## config.mk

```make
export PLATFORM = sky130hd
export DESIGN_NAME = verinject_fault_scheduler_flat
export DESIGN_NICKNAME = d
export VERILOG_FILES = /design/src/rtl/verinject_fault_scheduler_pkg.sv /design/src/rtl/verinject_fault_scheduler_if.sv /design/src/rtl/verinject_fault_scheduler_fifo.sv /design/src/rtl/verinject_fault_scheduler.sv /design/src/flat_wrapper.sv
export SDC_FILE = /design/constraint.sdc
export NUM_CORES = 1
export LEC_CHECK = 0
export CAP_MARGIN = 20
export CORE_ASPECT_RATIO = 1.2
export CORE_MARGIN = 3
export CORE_UTILIZATION = 55
export DETAILED_ROUTE_END_ITERATION = 8
export PLACE_DENSITY = 0.71
export SETUP_SLACK_MARGIN = 0.05
export SLEW_MARGIN = 10
export SYNTH_ARGS = -nofsm -noshare
export SYNTH_HDL_FRONTEND = slang
export SYNTH_SLANG_ARGS = --single-unit
export TNS_END_PERCENT = 20
```

## constraint.sdc

```tcl
create_clock -name clock -period 19.6 [get_ports clock]
set_input_delay 1.96 -clock clock [delete_from_list [all_inputs] [get_ports clock]]
set_output_delay 1.96 -clock clock [all_outputs]
set_load 0.02 [all_outputs]
```

## src/rtl/verinject_fault_scheduler_pkg.sv

```systemverilog
// Shared types and constants for the verinject fault-injection scheduler.
package verinject_pkg;

  localparam int CYCLE_W_DEF = 32;

  // Broadcast value meaning "no injection this cycle".
  localparam logic [31:0] INJ_STATE_NONE = 32'h0;

  typedef enum logic [1:0] {
    IDLE = 2'd0,
    RUN  = 2'd1,
    DONE = 2'd2
  } sched_state_t;

  // One scheduled injection at the default counter width.
  typedef struct packed {
    logic [CYCLE_W_DEF-1:0] cycle;
    logic [31:0]            state;
  } sched_entry_t;

endpackage

```

## src/rtl/verinject_fault_scheduler_if.sv

```systemverilog
// Control, load and status bundle between a campaign driver and the scheduler.
interface verinject_fault_scheduler_if #(
  parameter int DEPTH   = 8,
  parameter int CYCLE_W = 32
);
  localparam int CNT_W = $clog2(DEPTH) + 1;

  logic               start;
  logic               abort;
  logic               load_valid;
  logic               load_ready;
  logic [CYCLE_W-1:0] load_cycle;
  logic [31:0]        load_state;
  logic [31:0]        verinject__injector_state;
  logic               busy;
  logic               done;
  logic [CNT_W-1:0]   pending;
  logic [CYCLE_W-1:0] cycle_count;
  logic               order_err;
  logic               timeout_err;

  // The campaign driver side.
  modport master (
    output start, abort, load_valid, load_cycle, load_state,
    input  load_ready, verinject__injector_state, busy, done, pending,
           cycle_count, order_err, timeout_err
  );

  // The scheduler side.
  modport slave (
    input  start, abort, load_valid, load_cycle, load_state,
    output load_ready, verinject__injector_state, busy, done, pending,
           cycle_count, order_err, timeout_err
  );
endinterface

```

## src/rtl/verinject_fault_scheduler_fifo.sv

```systemverilog
// Synchronous FIFO holding pending injection entries; head is visible combinationally.
module verinject_sched_fifo #(
  parameter int DEPTH = 8,
  parameter int WIDTH = 64
) (
  input  logic                     clock,
  input  logic                     reset,
  input  logic                     i_push,
  input  logic                     i_pop,
  input  logic                     i_flush,
  input  logic [WIDTH-1:0]         i_data,
  output logic [WIDTH-1:0]         o_head,
  output logic                     o_full,
  output logic                     o_empty,
  output logic [$clog2(DEPTH):0]   o_count
);
  localparam int AW = $clog2(DEPTH);

  logic [WIDTH-1:0] r_mem [DEPTH];
  logic [AW-1:0]    r_wrPtr;
  logic [AW-1:0]    r_rdPtr;
  logic [AW:0]      r_count;
  logic             w_doPush;
  logic             w_doPop;

  assign o_full   = (r_count == (AW+1)'(DEPTH));
  assign o_empty  = (r_count == '0);
  assign o_count  = r_count;
  assign o_head   = r_mem[r_rdPtr];
  assign w_doPush = i_push && !o_full;
  assign w_doPop  = i_pop && !o_empty;

  // Pointer and occupancy tracking; a flush empties the FIFO and overrides push/pop.
  always_ff @(posedge clock or posedge reset) begin
    if (reset) begin
      r_wrPtr <= '0;
      r_rdPtr <= '0;
      r_count <= '0;
    end else if (i_flush) begin
      r_wrPtr <= '0;
      r_rdPtr <= '0;
      r_count <= '0;
    end else begin
      if (w_doPush) r_wrPtr <= r_wrPtr + AW'(1);
      if (w_doPop)  r_rdPtr <= r_rdPtr + AW'(1);
      case ({w_doPush, w_doPop})
        2'b10:   r_count <= r_count + (AW+1)'(1);
        2'b01:   r_count <= r_count - (AW+1)'(1);
        default: r_count <= r_count;
      endcase
    end
  end

  // Entry storage; contents are don't-care until written, so no reset is needed.
  always_ff @(posedge clock) begin
    if (w_doPush && !i_flush) r_mem[r_wrPtr] <= i_data;
  end

endmodule

```

## src/rtl/verinject_fault_scheduler.sv

```systemverilog
// Campaign sequencer: counts campaign cycles and broadcasts each queued injector
// state for exactly one cycle when its trigger cycle is reached.
module verinject_fault_scheduler
  import verinject_pkg::*;
#(
  parameter int DEPTH   = 8,
  parameter int CYCLE_W = 32
) (
  input logic                        clock,
  input logic                        reset,
  verinject_fault_scheduler_if.slave bus
);
  localparam int CNT_W = $clog2(DEPTH) + 1;
  localparam logic [CYCLE_W-1:0] CYCLE_MAX    = {CYCLE_W{1'b1}};
  localparam logic [CYCLE_W-1:0] CYCLE_PRESAT = CYCLE_MAX - CYCLE_W'(1);

  typedef struct packed {
    logic [CYCLE_W-1:0] cycle;
    logic [31:0]        state;
  } entry_t;

  sched_state_t       r_state;
  sched_state_t       w_stateNext;
  logic [CYCLE_W-1:0] r_count;
  logic [CYCLE_W-1:0] w_countNext;
  logic [31:0]        r_inj;
  logic [31:0]        w_injNext;
  logic               r_orderErr;
  logic               w_orderErrNext;
  logic               r_timeoutErr;
  logic               w_timeoutErrNext;
  logic [CYCLE_W-1:0] r_lastCycle;
  logic [CYCLE_W-1:0] w_lastCycleNext;
  logic               r_lastValid;
  logic               w_lastValidNext;

  entry_t             w_head;
  entry_t             w_pushEntry;
  logic               w_full;
  logic               w_empty;
  logic [CNT_W-1:0]   w_fifoCount;
  logic               w_push;
  logic               w_pop;
  logic               w_flush;
  logic               w_loadReady;
  logic               w_handshake;
  logic               w_loadOk;
  logic               w_fire;
  logic               w_nonEmptyAfter;

  // A load handshake completes whenever ready; the entry is stored only if it
  // keeps the list strictly time-ordered and still lies in the future.
  assign w_loadReady = !w_full && (r_state != DONE) && !bus.abort;
  assign w_handshake = bus.load_valid && w_loadReady;
  assign w_loadOk    = (bus.load_state != INJ_STATE_NONE)
                    && (!r_lastValid || (bus.load_cycle > r_lastCycle))
                    && ((r_state != RUN) || (bus.load_cycle > r_count));
  assign w_push      = w_handshake && w_loadOk;
  assign w_pushEntry = '{cycle: bus.load_cycle, state: bus.load_state};

  assign w_fire = (r_state == RUN) && !w_empty && (w_head.cycle == r_count);
  assign w_pop  = w_fire;

  // True when entries will remain queued after this edge's push/pop.
  assign w_nonEmptyAfter = w_push ||
                           (!w_empty && !(w_pop && (w_fifoCount == CNT_W'(1))));

  verinject_sched_fifo #(
    .DEPTH (DEPTH),
    .WIDTH ($bits(entry_t))
  ) u_fifo (
    .clock   (clock),
    .reset   (reset),
    .i_push  (w_push),
    .i_pop   (w_pop),
    .i_flush (w_flush),
    .i_data  (w_pushEntry),
    .o_head  (w_head),
    .o_full  (w_full),
    .o_empty (w_empty),
    .o_count (w_fifoCount)
  );

  // Next-state logic: abort dominates, then start/run sequencing, then load bookkeeping.
  always_comb begin
    w_stateNext      = r_state;
    w_countNext      = r_count;
    w_injNext        = INJ_STATE_NONE;
    w_orderErrNext   = r_orderErr;
    w_timeoutErrNext = r_timeoutErr;
    w_lastCycleNext  = r_lastCycle;
    w_lastValidNext  = r_lastValid;
    w_flush          = 1'b0;

    if (bus.abort) begin
      w_stateNext     = IDLE;
      w_flush         = 1'b1;
      w_lastValidNext = 1'b0;
    end else begin
      case (r_state)
        IDLE, DONE: begin
          if (bus.start) begin
            w_stateNext      = RUN;
            w_countNext      = '0;
            w_orderErrNext   = 1'b0;
            w_timeoutErrNext = 1'b0;
          end
        end
        RUN: begin
          if (w_fire) w_injNext = w_head.state;
          if (r_count != CYCLE_MAX) w_countNext = r_count + CYCLE_W'(1);
          if ((r_count == CYCLE_PRESAT) && w_nonEmptyAfter) begin
            w_stateNext      = DONE;
            w_flush          = 1'b1;
            w_timeoutErrNext = 1'b1;
          end else if (w_empty || !w_nonEmptyAfter) begin
            w_stateNext = DONE;
          end
        end
        default: w_stateNext = IDLE;
      endcase

      if (w_handshake) begin
        if (w_loadOk) begin
          w_lastCycleNext = bus.load_cycle;
          w_lastValidNext = 1'b1;
        end else begin
          w_orderErrNext = 1'b1;
        end
      end
    end
  end

  // State, counter, broadcast and sticky-flag registers.
  always_ff @(posedge clock or posedge reset) begin
    if (reset) begin
      r_state      <= IDLE;
      r_count      <= '0;
      r_inj        <= INJ_STATE_NONE;
      r_orderErr   <= 1'b0;
      r_timeoutErr <= 1'b0;
      r_lastCycle  <= '0;
      r_lastValid  <= 1'b0;
    end else begin
      r_state      <= w_stateNext;
      r_count      <= w_countNext;
      r_inj        <= w_injNext;
      r_orderErr   <= w_orderErrNext;
      r_timeoutErr <= w_timeoutErrNext;
      r_lastCycle  <= w_lastCycleNext;
      r_lastValid  <= w_lastValidNext;
    end
  end

  assign bus.load_ready                = w_loadReady;
  assign bus.verinject__injector_state = r_inj;
  assign bus.busy                      = (r_state == RUN);
  assign bus.done                      = (r_state == DONE);
  assign bus.pending                   = w_fifoCount;
  assign bus.cycle_count               = r_count;
  assign bus.order_err                 = r_orderErr;
  assign bus.timeout_err               = r_timeoutErr;

endmodule

```

## src/flat_wrapper.sv

```systemverilog
// flat-port wrapper written by rule: the top's interface ports become plain ports
module verinject_fault_scheduler_flat import verinject_pkg::*;
#(
  parameter int DEPTH   = 8,
  parameter int CYCLE_W = 32
)
  (clock, reset, bus_start, bus_abort, bus_load_valid, bus_load_cycle, bus_load_state, bus_load_ready, bus_verinject__injector_state, bus_busy, bus_done, bus_pending, bus_cycle_count, bus_order_err, bus_timeout_err);
  verinject_fault_scheduler_if #(.DEPTH(DEPTH), .CYCLE_W(CYCLE_W)) bus_i ();
  input logic clock;
  input logic reset;
  input wire logic [$bits(bus_i.start)-1:0] bus_start;
  input wire logic [$bits(bus_i.abort)-1:0] bus_abort;
  input wire logic [$bits(bus_i.load_valid)-1:0] bus_load_valid;
  input wire logic [$bits(bus_i.load_cycle)-1:0] bus_load_cycle;
  input wire logic [$bits(bus_i.load_state)-1:0] bus_load_state;
  output wire logic [$bits(bus_i.load_ready)-1:0] bus_load_ready;
  output wire logic [$bits(bus_i.verinject__injector_state)-1:0] bus_verinject__injector_state;
  output wire logic [$bits(bus_i.busy)-1:0] bus_busy;
  output wire logic [$bits(bus_i.done)-1:0] bus_done;
  output wire logic [$bits(bus_i.pending)-1:0] bus_pending;
  output wire logic [$bits(bus_i.cycle_count)-1:0] bus_cycle_count;
  output wire logic [$bits(bus_i.order_err)-1:0] bus_order_err;
  output wire logic [$bits(bus_i.timeout_err)-1:0] bus_timeout_err;
  assign bus_i.start = bus_start;
  assign bus_i.abort = bus_abort;
  assign bus_i.load_valid = bus_load_valid;
  assign bus_i.load_cycle = bus_load_cycle;
  assign bus_i.load_state = bus_load_state;
  assign bus_load_ready = bus_i.load_ready;
  assign bus_verinject__injector_state = bus_i.verinject__injector_state;
  assign bus_busy = bus_i.busy;
  assign bus_done = bus_i.done;
  assign bus_pending = bus_i.pending;
  assign bus_cycle_count = bus_i.cycle_count;
  assign bus_order_err = bus_i.order_err;
  assign bus_timeout_err = bus_i.timeout_err;
  verinject_fault_scheduler #(.DEPTH(DEPTH), .CYCLE_W(CYCLE_W)) u_core (.clock(clock), .reset(reset), .bus(bus_i));
endmodule
```

# == Word level (Yosys, flattened, before mapping) ==
# Memories as Yosys holds them, arrays and structs flattened.
# Cells that the tools add are included.
# op_classes
n_lt_le_gt_ge,2
bitwise_logic,1
mux,32
reduce_logical,40
addsub,5
n_eq_ne,16
# ops
cell,count
two-way mux 32 bit,5
> comparator 32 bit,2
case mux 32 bit (2 select lines),1
adder 32 x 1 -> 32 bit (second input constant),1
== test 32 bit,1
== test 32 bit (second input constant),1
inequality test 32 bit (second input constant),1
nonzero test 32 bit,1
logical AND 1 bit,14
two-way mux 1 bit,14
two-way mux 3 bit,4
nonzero test 2 bit,5
two-way mux 2 bit,4
case mux 4 bit (2 select lines),1
AND reduction 4 bit,2
zero test 1 bit,7
adder 3 x 1 -> 3 bit (second input constant),2
inequality test 2 x 1 -> 1 bit (second input constant),3
adder 4 x 1 -> 4 bit (second input constant),1
== test 2 x 1 -> 1 bit (second input constant),2
== test 2 bit (second input constant),2
== test 4 x 1 -> 1 bit (second input constant),1
== test 4 bit (second input constant),1
zero test 4 bit,1
14 further kinds,19
# totals
word_cells,107
in_bits,69
memories,1
regBits,111
out_inout_bits,73
ramBits,512
# mem_list
name,words,word_bits,rd,rd_clocked_by_memory_dff,wr,line_no,text
u_core.u_fifo.r_mem,8,64,1,0,1,verinject_fault_scheduler_fifo.sv:19,logic [WIDTH-1:0] r_mem [DEPTH];

# == Logic depth before layout (Yosys ltp) ==
# Gate-level depths: netlist of the first run.
# logic_depth
ltp_word,16
ltp_mapped,16
mapped_depth_nobuf,11

# == Hierarchy ==
# A second synthesis of the first run with hierarchy kept.
# unflattened
cells_unflattened,1499
area_unflattened_um2,26152.6
# modules_own_cells
mod,area_per_inst_um2,n_inst,seq_area_each_um2,cells_each
verinject_sched_fifo,19846.5,1,15625.0,816
verinject_fault_scheduler,6306.0,1,2527.4,683

# == Least setup slack after synthesis of the first run ==
# OpenSTA, ideal clock, no wires.
# synth_timing
path_type,input to register
start,input bus_load_cycle[15]
end,"memory u_core.u_fifo.r_mem[6][0], enable pin"
setup_ps,644
setup_slack_ps,9166
t_required_ps,18956
arrival_time_ps,9790
n_path_buf,1
path_stages,9
cell_sequence,ha_1 > nand4_1 > nor4_1 > a21boi_0 > o41a_1 > o21ai_0 > or2_2 > clkbuf_1 > nor4_1
# synth_via
elab_chain_cells,14
word_cells_on_any_way,17
cone_classes,order compare (2); mux (5); reduce/logical (10)
# synth_lines
element,line_no,text
from (decl),flat_wrapper.sv:14,input wire logic [$bits(bus_i.load_cycle)-1:0] bus_load_cycle;
> comparator 32 bit,verinject_fault_scheduler.sv:56,&& (!r_lastValid || (bus.load_cycle > r_lastCycle))
logical OR 1 bit,verinject_fault_scheduler.sv:56,
logical AND 1 bit,verinject_fault_scheduler.sv:56,
logical AND 1 bit (*),verinject_fault_scheduler.sv:57,&& ((r_state != RUN) || (bus.load_cycle > r_count));
logical AND 1 bit (*),verinject_fault_scheduler.sv:58,assign w_push = w_handshake && w_loadOk;
logical OR 1 bit,verinject_fault_scheduler.sv:65,assign w_nonEmptyAfter = w_push ||
logical AND 1 bit,verinject_fault_scheduler.sv:112,if ((r_count == CYCLE_PRESAT) && w_nonEmptyAfter) begin
two-way mux 1 bit,verinject_fault_scheduler.sv:112,
two-way mux 1 bit,verinject_fault_scheduler.sv:100,case (r_state)
two-way mux 1 bit,verinject_fault_scheduler.sv:95,if (bus.abort) begin
zero test 1 bit,verinject_fault_scheduler_fifo.sv:56,if (w_doPush && !i_flush) r_mem[r_wrPtr] <= i_data;
logical AND 1 bit (*),verinject_fault_scheduler_fifo.sv:56,
two-way mux 1 bit (*),verinject_fault_scheduler_fifo.sv:56,
two-way mux 1 bit (not written as such) (*),verinject_fault_scheduler_fifo.sv:56,
to (decl),verinject_fault_scheduler_fifo.sv:19,
# Mark *: on every way between the ends. The rest lies on a longest branch, timed or not.

# == Final worst setup path of the first run ==
# layout_timing
start,input bus_load_cycle[15]
end,"memory u_core.u_fifo.r_mem[0][29], enable pin"
# Same word-level chain as after synthesis.

==> impl_results.md, run 1 <==
* #FFs+latches synth at 623
* Cts bufs inserted at 56
* Fill count at 3264
* Final HPWL DP at 37.5 mm
* Mux cell area share after synthesis at 0.127
* CP Capture Type: flop
* Pre-CTS setup slack at 12830 ps
* Drc violations at 0
* Final #Nets at 1873
* Yosys top cell by area: edfxtp_1
* Worst Max-Slew Pin Slew at 1010 ps
* I/O pins at 142
* Final Slew Violations at 0
* Critical path required time at 19830 ps
* Complex-gate fraction of the synthesized area at 0.0396
* Final setup TNS at 0 ps
* Post-synthesis sequential area ratio at 0.697
* Pin count of the biggest net entering global routing at 76
* Design area at 0.0301 mm²
* Crit path launch type: input port
* Die height at 244 µm
* Hold path cells at 2
* Mapped Cells at 1567
* CTS resizes at 0
* Mean area per synthesized cell at 16.6 µm²
* Initial antenna violation count at 0
* Horiz. Die Dim at 205 µm
* Period utilisation layout at 0.318
* YS warnings at 0
* Final setup margin at 13370 ps
* Simple-gate share of the synthesized area at 0.0604
* Synth top area cells: edfxtp_1 (59%), dfrtp_1 (11%), mux4_2 (8.5%)
* Share of the synthesized area in the top cell type at 0.591
* CP Max Fanout at 46
* Vias in the first global route at 14900
* Reg2Reg Depth at 10
* Syn nets at 1707
* Starting DRT DRC Count at 1071
* Global-route wire length before repair at 91.2 mm
* Slew headroom at 0.317
* Leakage at 10.0 nW
* Fmax at 161 MHz
* Final Hold Vio Count at 0
* Fin util at 0.648
* H-tree depth at 2
* Total GRT Usage at 0.245
* MaxCap Viol Count at 0
* Largest family of logic cells by synthesized area: multiplexers
* Placed Instance Area at 0.0282 mm²
* Most frequent cells in the layout: edfxtp_1 (512), clkdlybuf4s50_1 (141), dfrtp_1 (108)
* Final wirelength at 60.4 mm
* Layout cell share with drive strength beyond 1 at 0.131
* Library cells used by synthesis at 65
* Mapped Area at 0.0260 mm²
* Starting density of the core at 0.561
* Area grow syn2layout at 15.5%
* Ys flop type: edfxtp_1
* # diodes at 0
* DR pass1 iterations at 5
* Hold_buf cts at 0
* Placeable Area at 0.0464 mm²
* Cell Pwr Density at 95.7 mW/mm²
* Synth async-reset ratio at 0.178
* Period minus WS final at 6230 ps
* PortBufs at 141
* RePlAce Congestion at 0.895
* Crit path kind: input port to flop
* Commonest non-fill, non-tap cell in the layout: edfxtp_1
* Worst path most repeated cell: buf_4
* Slowest-stage cell, CP: buf_4
* CTS tree: built
* Total die area at 0.0500 mm²
* Post-route ant nets at 0
* Via density at 6.03
* Drt wl/cell at 25.2 µm
* Synth Area in Adders at 0.0341
* Post-synth EDFFs at 512
* Synth Area in XOR/XNOR at 0.0200
* Crit path arrival time at 6460 ps
* Clock latency on the worst-skew pair at 620 ps
* Max rail drop VDD at 0.0734 mV
* Final setup viols at 0
* Worst stage delay on the critical path at 680 ps
* CTS sink cnt at 623
* Worst min-delay path class: flop to flop
* Unrepaired setup endpoints after global routing: false
* Worst clock skew at 27.6 ps
* Num rows at 86
* Total global routing overflow at 0
* Post-CTS setup buffers at 0
* Clk root buf: clkbuf_16
* Total number of vias at 14400
* Maximum root-to-sink buffer count at 3
* Clk slew on worst S/H paths at 60 ps
* Outcome: finished, final reports clean
* CP cell instances: clkdlybuf4s50_1 -> ha_1 -> nand4_1 -> nor4_1 -> a21boi_0 -> o41a_1 -> o21ai_0 -> or2_2 -> nor3_1 -> nor3b_2 -> buf_4 -> buf_4
[power by group]
part | switching (mW) | leakage, nW | internal, mW | total (mW)
clock | 0.474 | 0.935 | 0.638 | 1.11
sequential | 0.0215 | 6.10 | 1.49 | 1.51
combinational | 0.155 | 2.96 | 0.0969 | 0.252
[kinds of logic after synthesis]
| group | Yosys count |
|---|---|
| buf+inv | 135 |
| simple gates | 318 |
| compound gates | 158 |
| mux | 204 |
| flops | 623 |
| xor+xnor | 58 |
| fa+ha+maj | 71 |
[synth_stat cells, drive strengths merged (3+ instances only)]
cell      n
nand2b    6
nor3b     4
a221oi    5
and3b     5
and4      4
a21oi    33
xnor2    56
ha       71
mux2i   104
o22ai     3
clkbuf   24
nand2    69
inv      77
dfrtp   111
buf      34
a211oi    6
nand4    29
nor4     15
or3       5
edfxtp  512
and2      3
nand3    28
a22oi    20
and3      7
a22o      8
a21o      7
nor2     93
nor3     26
mux4    100
or4       3
o21ai    53
nor2b    12
[final timing paths]
kind | slack [ps] | to | start
setup / recovery | 13370 | u_core.u_fifo.r_mem[0][29] | bus_load_cycle[15]
hold / removal | 490 | u_core.r_lastCycle[0] | u_core.r_lastCycle[0]
setup reg to reg | 14190 | u_core.u_fifo.o_count[1] | u_core.u_fifo.r_rdPtr[0]
hold reg to reg | 490 | u_core.r_lastCycle[0] | u_core.r_lastCycle[0]
max in group asynchronous | 16400 | u_core.u_fifo.r_rdPtr[1] | reset
min in group asynchronous | 1800 | u_core.bus.verinject__injector_state[3] | reset
[layer usage]
metal	GRT usage	share of wire
met3	0.0302	0.056
met5	0	0
met1	0.332	0.41
met2	0.408	0.50
met4	0.0962	0.036
[registers in the layout, indices dropped and copies added, names as in the netlist]
name                                  count
u_core.u_fifo.r_mem                     512
u_core.u_fifo.r_rdPtr                     3
u_core.bus.order_err                      1
u_core.r_state                            2
u_core.bus.cycle_count                   32
u_core.u_fifo.r_wrPtr                     3
u_core.r_lastCycle                       32
u_core.r_lastValid                        1
u_core.bus.timeout_err                    1
u_core.u_fifo.o_count                     4
u_core.bus.verinject__injector_state     32
[cell type report]
cell class | count | area (µm²) | share of cell area
Clock inverter | 34 | 375 | 0.0125
Sequential cell | 623 | 18200 | 0.604
Inverter | 77 | 292 | 0.00969
Multi-Input combinational cell | 809 | 7370 | 0.245
Tap cell | 616 | 771 | 0.0256
Timing Repair Buffer | 166 | 1600 | 0.0532
Clock buffer | 70 | 1500 | 0.0500
[metrics by stage]
stage | power, mW | instances | hold WS (ps)
3_5_place_dp | 1.79 | 2291 | 477
3_3_place_gp | 1.78 | 2291 | 474
6_report | 2.88 | 2395 | 485
2_1_floorplan | 1.69 | 1567 | 454
4_1_cts | 2.90 | 2395 | 491
5_1_grt | 2.98 | 2395 | 519
[critical path: cells and delay by family]
kind	cells	cell delay, ps
compound gates	3	650
fa+ha+maj	1	440
buf+inv	3	1680
simple gates	5	1660
(Power assumes the default switching activity.)
==> run 2: changes to the inputs <==
Clock period 19.6 ns to 6.2 ns, I/O delays scaled along.
==> run 2 against run 1 <==
  * Sequential cell count unchanged
  * Cell area is 0.82% higher
  * Sequential power rose to 3.2 times the previous value
  * Clock skew fell by 7.0 ps
  * Register-to-register slack worse by 13000 ps
  * Clock-buffer cell count up 1
  * Critical path type unchanged
  * Critical endpoint is now u_core.u_fifo.r_mem[4][24]
  * Largest cell class unchanged
  * Largest power group unchanged
==> impl_results.md, run 2 (synthesized netlist as in run 1, its figures left out) <==
* Outcome: finished, final reports clean (unchanged)
* Reg2Reg Depth at 10 (unchanged)
* Cts bufs inserted at 57 (was 56)
* CTS tree: built (unchanged)
* Num rows at 86 (unchanged)
* Crit path launch type: input port (unchanged)
* Placeable Area at 0.0464 mm² (unchanged)
* Comb pwr share at 0.086 (was 0.088)
* Final setup viols at 0 (unchanged)
* CP Capture Type: flop (unchanged)
* Pwr Total at 9.32 mW (was 2.88 mW)
* Die height at 244 µm (unchanged)
* Slew headroom at 0.396 (was 0.317)
* Cell Pwr Density at 307 mW/mm² (was 95.7 mW/mm²)
* Switching Fraction at 0.224 (was 0.226)
* DR pass1 iterations at 5 (unchanged)
* Area grow syn2layout at 16.5% (was 15.5%)
* Starting density of the core at 0.561 (unchanged)
* Period utilisation layout at 0.760
* Total GRT Usage at 0.245 (about the same)
* Worst Max-Slew Pin Slew at 906 ps (was 1010 ps)
* MaxCap Viol Count at 0 (unchanged)
* Total number of vias at 14400 (about the same)
* Final #Nets at 1876 (was 1873)
* Clk root buf: clkbuf_16 (unchanged)
* Crit path arrival time at 4980 ps (was 6460 ps)
* Total die area at 0.0500 mm² (unchanged)
* Most frequent cells in the layout: edfxtp_1 (512), clkdlybuf4s50_1 (141), dfrtp_1 (108) (unchanged)
* Hold_buf cts at 0 (unchanged)
* Total global routing overflow at 0 (unchanged)
* Final Hold Vio Count at 0 (unchanged)
* Crit path kind: input port to flop (unchanged)
* Post-route ant nets at 0 (unchanged)
* Internal at 7.23 mW (was 2.23 mW)
* Most flops, register: u_core.u_fifo.r_mem (unchanged)
* H-tree depth at 2 (unchanged)
* Worst hold slack at 463 ps (was 485 ps)
* Clk network pwr share at 0.401 (was 0.387)
* Clk slew on worst S/H paths at 60 ps (about the same)
* # diodes at 0 (unchanged)
* Via density at 6.00 (was 6.03)
* RePlAce Congestion at 0.908 (was 0.895)
* Worst clock skew at 20.6 ps (was 27.6 ps)
* Clock latency on the worst-skew pair at 620 ps (about the same)
* Unrepaired setup endpoints after global routing: false (unchanged)
* I/O pins at 142 (unchanged)
* Worst min-delay path class: input port to async pin (was flop to flop)
* CP Max Fanout at 45 (was 46)
* Critical path required time at 6470 ps (was 19830 ps)
* Fmax at 212 MHz
* Final Slew Violations at 0 (unchanged)
* CTS sink cnt at 623 (unchanged)
* CTS resizes at 0 (unchanged)
* Horiz. Die Dim at 205 µm (unchanged)
* Max reg flops at 512 (unchanged)
* Commonest non-fill, non-tap cell in the layout: edfxtp_1 (unchanged)
* Post-CTS setup buffers at 0 (unchanged)
* Starting DRT DRC Count at 1136 (was 1071)
* Pin count of the biggest net entering global routing at 76 (unchanged)
* Final HPWL DP at 37.3 mm (was 37.5 mm)
* Switch Pwr at 2.09 mW (was 651 µW)
* Max rail drop VDD at 0.378 mV (was 0.0734 mV)
* Period minus WS final at 4710 ps
* Drt wl/cell at 25.0 µm (was 25.2 µm)
* PortBufs at 141 (unchanged)
* Vias in the first global route at 15100 (was 14900)
* Flop pwr share at 0.514 (was 0.526)
* Final setup TNS at 0 ps (unchanged)
* Initial antenna violation count at 0 (unchanged)
* Final wirelength at 59.9 mm (was 60.4 mm)
* Global-route wire length before repair at 91.4 mm (was 91.2 mm)
* Drc violations at 0 (unchanged)
* Maximum root-to-sink buffer count at 3 (unchanged)
* Layout cell share with drive strength beyond 1 at 0.132 (was 0.131)
* Leakage at 10.1 nW (was 10.0 nW)
run 2: worst paths after layout:
| check | startpoint | to | slack (ps) |
|---|---|---|---|
| min in group clock | u_core.r_lastCycle[0] | u_core.r_lastCycle[0] | 530 |
| setup reg to reg | u_core.u_fifo.r_rdPtr[1] | u_core.u_fifo.o_count[1] | 1520 |
| max in group asynchronous | reset | u_core.bus.verinject__injector_state[24] | 4350 |
| setup / recovery | bus_load_cycle[15] | u_core.u_fifo.r_mem[4][24] | 1490 |
| hold / removal | reset | u_core.bus.verinject__injector_state[5] | 460 |
| hold reg to reg | u_core.r_lastCycle[0] | u_core.r_lastCycle[0] | 530 |
run 2: metrics by stage:
step / worst slack, ps / std cells / instance area (µm²) / util
after global placement: 1190 / 2293 / 28300 / 0.610
after CTS: 1490 / 2401 / 30300 / 0.654
after detailed placement: 1010 / 2293 / 28300 / 0.610
after global routing: 1220 / 2401 / 30300 / 0.654
final: 1490 / 2401 / 30300 / 0.654
after floorplan: -1980 / 1567 / 26100 / -
run 2: routing by layer:
| layer | track usage | wire length [µm] |
|---|---|---|
| met1 | 0.338 | 24900 |
| met2 | 0.404 | 29500 |
| met3 | 0.0377 | 3570 |
| met4 | 0.0830 | 2000 |
| met5 | 0 | 0 |
run 2: layout make-up:
type                    count  area (µm²)
inverters                  77         292
well taps                 616         771
repair buffers            168        1690
clock inverters            37         500
clock buffers              71        1520
flip-flops and latches    623       18200
multi-input cells         809        7380
fillers                  3205       16100
run 2: critical path: stages:
cell	delay, ps
clkdlybuf4s50_1	660
ha_1	460
nand4_1	180
nor4_1	610
a21boi_0	300
o41a_1	180
o21ai_0	230
or2_2	440
nor3_1	310
and3b_4	560
buf_12	340
run 2: power groups by stage:
stage	logic, mW	clock network, mW	registers [mW]
5_1_grt	0.899	3.96	4.80
4_1_cts	0.800	3.80	4.78
6_report	0.797	3.74	4.78
3_5_place_dp	0.795	0	4.87
2_1_floorplan	0.473	0	4.87
3_3_place_gp	0.777	0	4.86
==> run 3: changes to the inputs <==
Clock period 6.2 ns to 4.7 ns, I/O delays scaled along.
==> run 3 against run 2 <==
  * Cell area up 1.9%
  * Utilization grew 1.3 points
  * Combinational power increased by 41%
  * First-iteration DRC count shrank 11%
  * Sequential cell count is the same
  * Clock power grew 33%
  * Final cell count rose by 2.1%
  * Routed wire length rose by 4.1%
  * Critical path type is now flop to flop
==> impl_results.md, run 3 (synthesized netlist as in run 1, its figures left out) <==
* Worst Max-Slew Pin Slew at 911 ps (was 906 ps)
* WP buf/inv at 1 (was 2)
* Cell Pwr Density at 402 mW/mm² (was 307 mW/mm²)
* Commonest non-fill, non-tap cell in the layout: edfxtp_1 (unchanged)
* Leakage at 10.4 nW (was 10.1 nW)
* Placeable Area at 0.0464 mm² (unchanged)
* Critical Path Stages at 10 (was 11)
* Most flops, register: u_core.u_fifo.r_mem (unchanged)
* Worst min-delay path class: input port to async pin (unchanged)
* Worst R2R Setup Slack at 370 ps (was 1520 ps)
* PortBufs at 141 (unchanged)
* Post-route ant nets at 0 (unchanged)
* Total die area at 0.0500 mm² (unchanged)
* H-tree depth at 2 (unchanged)
* Max rail drop VDD at 0.355 mV (was 0.378 mV)
* Clock latency on the worst-skew pair at 610 ps (was 620 ps)
* Pin count of the biggest net entering global routing at 75 (was 76)
* Total number of vias at 14700 (was 14400)
* Layout cell share with drive strength beyond 1 at 0.161 (was 0.132)
* Starting density of the core at 0.561 (unchanged)
* I/O pins at 142 (unchanged)
* CTS tree: built (unchanged)
* Final setup TNS at 0 ps (unchanged)
* Final #Nets at 1924 (was 1876)
* Crit. Startpoint: u_core.u_fifo.r_rdPtr[1] (was bus_load_cycle[15])
* Area grow syn2layout at 18.7% (was 16.5%)
* Reg2Reg Depth at 10 (unchanged)
* Final HPWL DP at 40.2 mm (was 37.3 mm)
* Starting DRT DRC Count at 1010 (was 1136)
* Vias in the first global route at 15400 (was 15100)
* Hold_buf cts at 0 (unchanged)
* Period utilisation layout at 0.920
* Die height at 244 µm (unchanged)
* Register Area at 0.0182 mm² (about the same)
* Clk root buf: clkbuf_16 (unchanged)
* R2R Path Start: u_core.u_fifo.r_rdPtr[1] (unchanged)
* Final setup viols at 0 (unchanged)
* Cell family with most CP delay: simple AND/OR/NAND/NOR gates (unchanged)
* Slowest-stage cell, CP: dfrtp_4 (was clkdlybuf4s50_1)
* Pwr Total at 12.4 mW (was 9.32 mW)
* Initial antenna violation count at 2 (was 0)
* Num rows at 86 (unchanged)
* Crit path kind: flop to flop (was input port to flop)
* DR pass1 iterations at 5 (unchanged)
* Area of the multi-input gates at 0.00741 mm² (was 0.00738 mm²)
* Cts bufs inserted at 59 (was 57)
* Worst clock skew at 13.9 ps (was 20.6 ps)
* Outcome: finished, final reports clean (unchanged)
* Worst setup path endpoint: u_core.u_fifo.o_count[1] (was u_core.u_fifo.r_mem[4][24])
* RePlAce Congestion at 0.912 (was 0.908)
* Unrepaired setup endpoints after global routing: false (unchanged)
* Global-route wire length before repair at 95.3 mm (was 91.4 mm)
* CP cell instances: buf_4 -> mux2i_1 -> a22oi_1 -> a21o_1 -> nand4_1 -> or4b_1 -> or4_1 -> nor2_4 -> a41oi_4 -> a311oi_1 (was clkdlybuf4s50_1 -> ha_1 -> nand4_1 -> nor4_1 -> a21boi_0 -> o41a_1 -> o21ai_0 -> or2_2 -> nor3_1 -> and3b_4 -> buf_12)
* Final Hold Vio Count at 0 (unchanged)
* Period minus WS final at 4330 ps
* Maximum root-to-sink buffer count at 3 (unchanged)
* Horiz. Die Dim at 205 µm (unchanged)
* Clk slew on worst S/H paths at 70 ps (was 60 ps)
* Worst stage delay on the critical path at 820 ps (was 660 ps)
* Fill count at 3130 (was 3205)
* Slew headroom at 0.387 (was 0.396)
* Final Slew Violations at 0 (unchanged)
* Critical path required time at 5200 ps (was 6470 ps)
* Crit path arrival time at 4830 ps (was 4980 ps)
* Total global routing overflow at 0 (unchanged)
* CTS sink cnt at 623 (unchanged)
* Drc violations at 0 (unchanged)
* Crit path launch type: flop (was input port)
* CTS resizes at 0 (unchanged)
* Fmax at 231 MHz
* Max reg flops at 512 (unchanged)
* Post-CTS setup buffers at 0 (unchanged)
* CP Capture Type: flop (unchanged)
* Via density at 6.01 (was 6.00)
* Drt wl/cell at 25.4 µm (was 25.0 µm)
* MaxCap Viol Count at 0 (unchanged)
* Most frequent cells in the layout: edfxtp_1 (512), clkdlybuf4s50_1 (141), mux2i_1 (104), dfrtp_1 (104), mux4_2 (98) (was edfxtp_1 (512), clkdlybuf4s50_1 (141), dfrtp_1 (108))
* Final wirelength at 62.4 mm (was 59.9 mm)
* FF-to-FF End: u_core.u_fifo.o_count[1] (unchanged)
* CP Max Fanout at 33 (was 45)
* Total GRT Usage at 0.255 (was 0.245)
[run 3: cell count changes in the layout (fill, tap and decap cells not counted), sizes merged]
cell | previous run | this run
buf | 27 | 72
bufinv | 11 | 8
clkbuf | 71 | 79
clkinv | 21 | 19
clkinvlp | 3 | 5
diode | 0 | 2
inv | 79 | 78
[run 3: per-layer routing]
metal	wire (µm)	share of wire	global-route usage	vias up
li1	-	-	-	6512
met1	25400	0.41	0.344	7596
met2	31100	0.50	0.426	520
met3	3610	0.058	0.0353	114
met4	2280	0.037	0.0948	0
met5	0	0	0	-
[run 3: worst min-delay path by stage]
stage | start | end | cells after the start
floorplan | u_core.r_lastCycle[0] | u_core.r_lastCycle[0] | 2
global placement | u_core.r_lastCycle[0] | u_core.r_lastCycle[0] | 2
detailed placement | u_core.r_lastCycle[0] | u_core.r_lastCycle[0] | 2
CTS | reset | u_core.bus.verinject__injector_state[10] | 2
global route | reset | u_core.bus.verinject__injector_state[10] | 2
finish | reset | u_core.bus.verinject__injector_state[10] | 2
[run 3: where the power goes]
part | internal [mW] | total, mW | switching [mW]
combinational | 0.439 | 1.12 | 0.680
sequential | 6.22 | 6.31 | 0.0955
clock | 2.96 | 4.99 | 2.03
[run 3: cell type report]
class                           instances  area share
Antenna cell                            2    0.000162
Clock buffer                           78      0.0545
Clock inverter                         33      0.0125
Inverter                               77     0.00943
Multi-Input combinational cell        809       0.240
Sequential cell                       623       0.588
Tap cell                              616      0.0249
Timing Repair Buffer                  214      0.0706
[run 3: per-stage QoR]
stage | worst slack (ps) | area [µm²] | util | hold WS [ps] | std cells
5_1_grt | 133 | 30900 | 0.666 | 423 | 2451
4_1_cts | 420 | 30900 | 0.666 | 380 | 2449
3_3_place_gp | 317 | 28800 | 0.621 | 474 | 2338
6_report | 375 | 30900 | 0.666 | 371 | 2452
2_1_floorplan | 55.0 | 26100 | - | 454 | 1567
3_5_place_dp | 255 | 28800 | 0.621 | 483 | 2338
